==> config.mk <==
export PLATFORM = sky130hd
export DESIGN_NAME = note_sequencer
export DESIGN_NICKNAME = d
export VERILOG_FILES = /design/src/rtl/note_sequencer.sv
export SDC_FILE = /design/constraint.sdc
export NUM_CORES = 1
export LEC_CHECK = 0
export CAP_MARGIN = 15
export CORE_AREA = 2 2 99 101
export DETAILED_ROUTE_END_ITERATION = 12
export DIE_AREA = 0 0 101 103
export GPL_TIMING_DRIVEN = 0
export PLACE_DENSITY = 0.47
export SYNTH_ARGS = -nofsm -noshare
export SYNTH_HDL_FRONTEND = slang
export SYNTH_SLANG_ARGS = --single-unit
==> constraint.sdc <==
create_clock -name i_clk -period 2.62 [get_ports i_clk]
set_input_delay 0.524 -clock i_clk [delete_from_list [all_inputs] [get_ports i_clk]]
set_output_delay 0.524 -clock i_clk [all_outputs]
set_load 0.005 [all_outputs]
==> src/rtl/note_sequencer.sv <==
// Pattern sequencer: fetches {note,len} words from a 1-cycle ROM and plays them on a tick/unit timebase.
// Start-to-note latency 3 cycles, 2 cycles between notes, no backpressure; NOTE_SEQ_VIBRATO_EN adds a vibrato phase counter.
module note_sequencer #(
    parameter int CLOCKS_PER_TICK = 415_667,
    parameter int TICKS_PER_UNIT  = 5,
    parameter int ADDR_WIDTH      = 4,
    parameter int NOTE_WIDTH      = 6,
    parameter int LEN_WIDTH       = 5,
    parameter int ENV_WIDTH       = 9,
    parameter int ENV_STEP        = 2,
    parameter int ENV_MAX         = 30
) (
    input  logic                            i_clk,
    input  logic                            i_rst_n,
    input  logic                            i_start,
    input  logic                            i_stop,
    input  logic                            i_loop,
    input  logic [ADDR_WIDTH-1:0]           i_end_addr,
    output logic [ADDR_WIDTH-1:0]           o_pat_addr,
    input  logic [NOTE_WIDTH+LEN_WIDTH-1:0] i_pat_data,
    output logic [NOTE_WIDTH-1:0]           o_note,
    output logic                            o_new_note,
    output logic [ENV_WIDTH-1:0]            o_envelope,
    output logic [2:0]                      o_vibrato_index,
    output logic                            o_busy,
    output logic                            o_done,
    output logic                            o_tick
);

    localparam int TW = (CLOCKS_PER_TICK > 1) ? $clog2(CLOCKS_PER_TICK) : 1;
    localparam int UW = (TICKS_PER_UNIT > 1) ? $clog2(TICKS_PER_UNIT) : 1;

    typedef enum logic [2:0] {S_IDLE, S_FETCH, S_LOAD, S_PLAY, S_DONE} state_t;

    state_t                  state_q;
    logic [TW-1:0]           tick_cnt_q, tick_cnt_d;
    logic                    tick_q, tick_wrap;
    logic [UW-1:0]           unit_cnt_q;
    logic                    unit_wrap, unit_pulse;
    logic [ADDR_WIDTH-1:0]   addr_q;
    logic [NOTE_WIDTH-1:0]   note_q;
    logic [LEN_WIDTH-1:0]    len_q, dur_q;
    logic [ENV_WIDTH-1:0]    env_q, env_d;
    logic [ENV_WIDTH:0]      env_sum;
    logic                    new_note_q, busy_q, done_q;

    always_comb begin
        tick_wrap  = (tick_cnt_q == TW'(CLOCKS_PER_TICK - 1));
        tick_cnt_d = tick_wrap ? '0 : tick_cnt_q + TW'(1);
        unit_wrap  = (unit_cnt_q == UW'(TICKS_PER_UNIT - 1));
        unit_pulse = (state_q == S_PLAY) && tick_q && unit_wrap;
        // one extra bit so the saturation compare cannot be fooled by overflow
        env_sum    = {1'b0, env_q} + (ENV_WIDTH+1)'(ENV_STEP);
        env_d      = (env_sum > (ENV_WIDTH+1)'(ENV_MAX)) ? ENV_WIDTH'(ENV_MAX) : env_sum[ENV_WIDTH-1:0];
    end

    always_ff @(posedge i_clk) begin
        if (!i_rst_n) begin
            tick_cnt_q <= '0;
            tick_q     <= 1'b0;
        end else begin
            tick_cnt_q <= tick_cnt_d;
            tick_q     <= tick_wrap;
        end
    end

    always_ff @(posedge i_clk) begin
        if (!i_rst_n) begin
            state_q    <= S_IDLE;
            unit_cnt_q <= '0;
            addr_q     <= '0;
            note_q     <= '0;
            len_q      <= '0;
            dur_q      <= '0;
            env_q      <= '0;
            new_note_q <= 1'b0;
            busy_q     <= 1'b0;
            done_q     <= 1'b0;
        end else begin
            new_note_q <= 1'b0;
            done_q     <= 1'b0;
            if (i_stop) begin
                state_q <= S_IDLE;
                note_q  <= '0;
                env_q   <= '0;
                busy_q  <= 1'b0;
            end else begin
                case (state_q)
                    S_IDLE: begin
                        if (i_start) begin
                            addr_q  <= '0;
                            busy_q  <= 1'b1;
                            state_q <= S_FETCH;
                        end
                    end
                    S_FETCH: state_q <= S_LOAD;
                    S_LOAD: begin
                        note_q     <= i_pat_data[NOTE_WIDTH+LEN_WIDTH-1:LEN_WIDTH];
                        len_q      <= i_pat_data[LEN_WIDTH-1:0];
                        dur_q      <= '0;
                        unit_cnt_q <= '0;
                        env_q      <= '0;
                        new_note_q <= 1'b1;
                        state_q    <= S_PLAY;
                    end
                    S_PLAY: begin
                        if (tick_q) begin
                            env_q      <= env_d;
                            unit_cnt_q <= unit_wrap ? '0 : unit_cnt_q + UW'(1);
                        end
                        if (unit_pulse) begin
                            if (dur_q != len_q) begin
                                dur_q <= dur_q + LEN_WIDTH'(1);
                            end else if (addr_q != i_end_addr) begin
                                addr_q  <= addr_q + ADDR_WIDTH'(1);
                                state_q <= S_FETCH;
                            end else if (i_loop) begin
                                addr_q  <= '0;
                                state_q <= S_FETCH;
                            end else begin
                                state_q <= S_DONE;
                            end
                        end
                    end
                    S_DONE: begin
                        done_q  <= 1'b1;
                        note_q  <= '0;
                        env_q   <= '0;
                        busy_q  <= 1'b0;
                        state_q <= S_IDLE;
                    end
                    default: state_q <= S_IDLE;
                endcase
            end
        end
    end

`ifdef NOTE_SEQ_VIBRATO_EN
    logic [2:0] vib_q;

    always_ff @(posedge i_clk) begin
        if (!i_rst_n || i_stop || state_q == S_LOAD) begin
            vib_q <= '0;
        end else if (state_q == S_PLAY && tick_q) begin
            vib_q <= vib_q + 3'd1;
        end
    end

    assign o_vibrato_index = vib_q;
`else
    assign o_vibrato_index = 3'd0;
`endif

    assign o_pat_addr = addr_q;
    assign o_note     = note_q;
    assign o_new_note = new_note_q;
    assign o_envelope = env_q;
    assign o_busy     = busy_q;
    assign o_done     = done_q;
    assign o_tick     = tick_q;

endmodule
-- After elaboration in Yosys (flattened, before gate mapping)
Index checks and enable logic that the tools add are counted.
- memory bits (read-only): 0
- register bits: 58
- bits in latches: 0
- output and inout port bits: 26
- RAM bits: 0
- memories kept: 0
- equal/unequal tests: 14
- reduce and logical (&&, ||, !) cells: 18
- multipliers: 0
- bitwise operators: 2
- order comparisons: 1
- shifts and indexed selects: 0
- $add $sub $neg: 5
- divide/modulo/power cells: 0
- multiplexer cells: 26
- operators by type and width (cell ; number):
    3-bit two-way mux ; 7
    4-bit two-way mux ; 5
    19-bit by 1-bit adder with 19-bit output, second input constant ; 1
    19-bit == test, second input constant ; 1
    9-bit two-way mux ; 2
    9-bit case mux with 2 select lines ; 1
    3-bit case mux with 4 select lines ; 1
    6-bit case mux with 2 select lines ; 1
    9-bit by 2-bit adder with 10-bit output, second input constant ; 1
    10-bit by 5-bit > comparator with 1-bit output, second input constant ; 1
    5-bit two-way mux ; 2
    5-bit case mux with 2 select lines ; 1
    2-bit nonzero test ; 5
    2-bit != test, second input constant ; 4
    4-bit case mux with 2 select lines ; 1
    3-bit by 2-bit == test with 1-bit output, second input constant ; 2
    3-bit == test, second input constant ; 2
    3-bit case mux with 2 select lines ; 1
    2-bit AND reduction ; 3
    3-bit AND reduction ; 2
    6-bit AND reduction ; 1
    2-bit OR reduction ; 3
    5-bit by 1-bit adder with 5-bit output, second input constant ; 1
    5-bit != test ; 1
    other kinds (12) ; 16

-- Longest topological paths before layout
- depth after elaboration: 5
- gate-level depth with buffers: 8

-- Worst setup path after synthesis
No wires, ideal clock.
- path kind: input to register
- start point: input i_end_addr[0]
- end point: register addr_q[3], in the netlist o_pat_addr[3]
- path buffers: 1
- library setup time: 68 ps
- data arrival time: 1862 ps
- required time: 2552 ps
- path slack: 691 ps
- stages: 6
- path through: xor2_1 > or4_1 > buf_2 > o31a_1 > a41o_1 > o21ai_2
- word-level cells in the longest chain between the ends: 5
- RTL lines (element ; line ; source):
    start: declaration ; 18 ; input logic [ADDR_WIDTH-1:0] i_end_addr,
    4-bit != test * ; 114 ; end else if (addr_q != i_end_addr) begin
    4-bit two-way mux ; 114 ;
    4-bit two-way mux ; 112 ; if (dur_q != len_q) begin
    4-bit two-way mux ; 111 ; if (unit_pulse) begin
    4-bit case mux with 2 select lines ; 88 ; case (state_q)
    end signal: assignment ; 115 ; addr_q <= addr_q + ADDR_WIDTH'(1);
    end: declaration ; 40 ; logic [ADDR_WIDTH-1:0] addr_q;
Every way passes the cells marked *; elsewhere a longest branch is shown, timed or not. The select of a mux whose other input is x is not followed.
A chain may end at the register's enable or synchronous reset.

-- Worst setup path after layout
- start point: input i_end_addr[0]
- end point: register addr_q[1], in the netlist o_pat_addr[1]
Same word-level chain as after synthesis.

==> run metrics <==
Yosys warning total=0; Setup Buffers After CTS=0; CTS tree=done; Critical R2R Capture=o_pat_addr[1]; fillcell total=973; post-DP HPWL=4460 µm; WHS Endpoint=o_note[2]; count of cell types in the netlist=54; Post-synth EDFFs=0; clk sink count=57; Initial DRT Pass Iterations=5; total CTS buffers=9; DRC Markers=0; die area=0.0104 mm²; n_diodes=0; RSZ-0062 raised after global routing=false; CTS Buffer Depth=2; GR Util met2=17.3%; clk root buf=clkbuf_8; LEAKAGE=1.27 nW; CP Cell Sequence=clkdlybuf4s50_1 -> xor2_1 -> or4_1 -> buf_2 -> o31ai_1 -> o31ai_1 -> a21oi_1; vias in the first global route=2070; status=finished, final reports clean; Fmax=0.454 GHz; hold path depth=1; worst vdd ir=0.258 mV; Via-to-Cell Ratio=4.77; PwrDens=521 mW/mm²; Worst Path Max Fanout=6; area delta synth->final=27.2%; Slew @ Worst Pin=1100 ps; DR vias=2279; R2R Path Start=o_pat_addr[0]; sequential area share after synthesis=41.9%; hold_sp=o_note[2]; minimum clock period=2200 ps; dpl ws=49.4 ps; Hold WS=479 ps; R2R depth=6; first-pass GRT wire length=9980 µm; Layout Skew=8.95 ps; GRT Total Usage=12.4%; Mapped Area=0.00272 mm²; cell area after layout=0.00346 mm²; R2R setup slack=610 ps; MaxCap Viol Count=0; global route overflow=0; final setup vio count=0; Clock transition at path regs=60 ps; Nets=387; Setup WS post-layout=416 ps; syn_area_per_cell=8.86 µm²; met3 Use GR=4.14%; max-slew violations=0; H-Tree Depth=3; max incr delay on CP=520 ps; clk_lat worst skew=330 ps; largest net degree at the start of global routing=11; die height=103 µm; port buffer count=39; post-route ant nets=0; initial antenna violation count=0; placed instance area=0.00327 mm²; GPL Wtd Cong=0.777; Crit Path Class=in -> reg; Syn Inst Count=307; met1 GRT Util=17.4%; Final Power=1.80 mW; Worst EP required=2880 ps; layout cell share with drive strength beyond 1=8.52%; Core ar.=0.00946 mm²; hold_buf cts=0; crit path DAT=2470 ps; drt first-iter violations=80; HP Class=reg -> reg; final hold vios=0; setup_tns=0 ps; Most common cell on crit path=o31ai_1; Main synth FF type=dfxtp_1; Critical Path Source Type=input port; Yosys reg bits=57; Final period util=84.1%; GR peak layer=met1; Slowest-stage cell, CP=or4_1; row count=36; Post-synth ARST share=0%; DR WL/cell=12.6 µm; CTS resizes=0; Slew headroom=25.8%; Die Width=101 µm; CP Capture Type=register; final wirelength=6000 µm; Ports=46; starting density of the core=28.8%
==> area by class of cell <==
| class | instances | area, µm² | area share [%] |
|---|---|---|---|
| Sequential cell | 57 | 1140 | 33.0 |
| Clock buffer | 12 | 155 | 4.48 |
| Timing Repair Buffer | 39 | 390 | 11.3 |
| Buffer | 14 | 81.3 | 2.35 |
| Clock inverter | 3 | 40.0 | 1.16 |
| Multi-Input combinational cell | 228 | 1470 | 42.4 |
| Inverter | 11 | 41.3 | 1.19 |
| Tap cell | 114 | 143 | 4.12 |
==> state kept, by name (all words and copies together), names as in the netlist <==
register,flops
len_q,5
o_done,1
o_envelope,8
o_busy,1
o_pat_addr,4
tick_cnt_q,19
o_tick,1
o_new_note,1
unit_cnt_q,3
state_q,3
dur_q,5
o_note,6
==> synth_stat cells, types with 2 or more instances <==
cell,count,area [µm²]
and2_1,4,25.0
xor2_1,19,166
a31oi_1,3,18.8
inv_1,11,41.3
or4_1,5,37.5
a21oi_1,9,45.0
and3_1,3,18.8
buf_2,5,25.0
o21ai_0,9,45.0
a22o_1,5,43.8
nor2_1,46,173
nand2_1,17,63.8
nor4_1,8,50.1
nand3_1,11,55.1
nor3_1,4,20.0
nor2b_1,3,18.8
or3_1,3,18.8
nand4_1,9,56.3
xnor2_1,10,87.6
mux2i_1,7,70.1
dfxtp_1,57,1140
nor3b_1,2,15.0
a22oi_1,2,15.0
ha_1,7,87.6
buf_4,4,30.0
nand2b_1,4,25.0
o22ai_1,2,12.5
clkbuf_1,4,15.0
nor4b_1,2,17.5
o31a_1,2,17.5
nand3b_1,2,15.0
o31ai_1,6,45.0
==> worst max-delay path, delay by kind of cell <==
| kind | cells | cell delay, ps |
|---|---|---|
| compound gates | 3 | 690 |
| xor+xnor | 1 | 150 |
| buf+inv | 2 | 580 |
| simple gates | 1 | 520 |
==> metrics by stage <==
step           utilization, %  cells
2_1_floorplan               -    310
3_3_place_gp             34.5    463
3_5_place_dp             34.5    463
4_1_cts                  36.6    478
5_1_grt                  36.6    478
6_report                 36.6    478
==> worst max-delay path by stage <==
stage	from	to	slack [ps]	depth (start not counted)
after floorplan	i_end_addr[0]	o_pat_addr[3]	690	6
after global placement	i_end_addr[0]	o_pat_addr[1]	60	7
after detailed placement	i_end_addr[0]	o_pat_addr[0]	50	7
after CTS	i_end_addr[0]	o_pat_addr[1]	400	7
after global routing	i_end_addr[0]	o_pat_addr[1]	250	7
final	i_end_addr[0]	o_pat_addr[1]	420	7
==> power breakdown <==
| group | internal [mW] | total [mW] | switching [mW] | leakage [nW] |
|---|---|---|---|---|
| registers | 0.874 | 0.883 | 0.00866 | 0.460 |
| clock network | 0.483 | 0.813 | 0.331 | 0.102 |
| logic | 0.0507 | 0.106 | 0.0553 | 0.710 |
| total | 1.41 | 1.80 | 0.394 | 1.27 |
==> metal layers <==
layer / wire, µm / vias up
met5: 0 / -
met4: 48 / 0
met3: 357 / 4
met2: 2590 / 51
met1: 3010 / 1035
li1: - / 1189
==> kinds of logic (layout without fill, tap and decap cells) <==
| family | count (synthesis) | count (layout) | share of synthesized area (%) |
|---|---|---|---|
| adder cells (fa/ha/maj) | 7 | 7 | 3.22 |
| AO/OA/AOI/OAI | 49 | 49 | 13.2 |
| AND/OR/NAND/NOR | 132 | 132 | 25.1 |
| XOR/XNOR | 29 | 29 | 9.33 |
| flip-flops | 57 | 57 | 41.9 |
| other | 1 | 4 | 0.138 |
| buffers and inverters | 25 | 79 | 4.51 |
| multiplexers | 7 | 7 | 2.57 |
==> cells in the final DEF (no fill, tap or decap), types with 6 or more instances in the layout <==
| cell | n |
|---|---|
| a21oi_1 | 9 |
| clkbuf_8 | 11 |
| clkdlybuf4s50_1 | 39 |
| dfxtp_1 | 57 |
| ha_1 | 7 |
| inv_1 | 11 |
| mux2i_1 | 7 |
| nand2_1 | 17 |
| nand3_1 | 11 |
| nand4_1 | 9 |
| nor2_1 | 46 |
| nor4_1 | 8 |
| o21ai_0 | 9 |
| o31ai_1 | 6 |
| xnor2_1 | 10 |
| xor2_1 | 19 |
(Power assumes the default switching activity.)
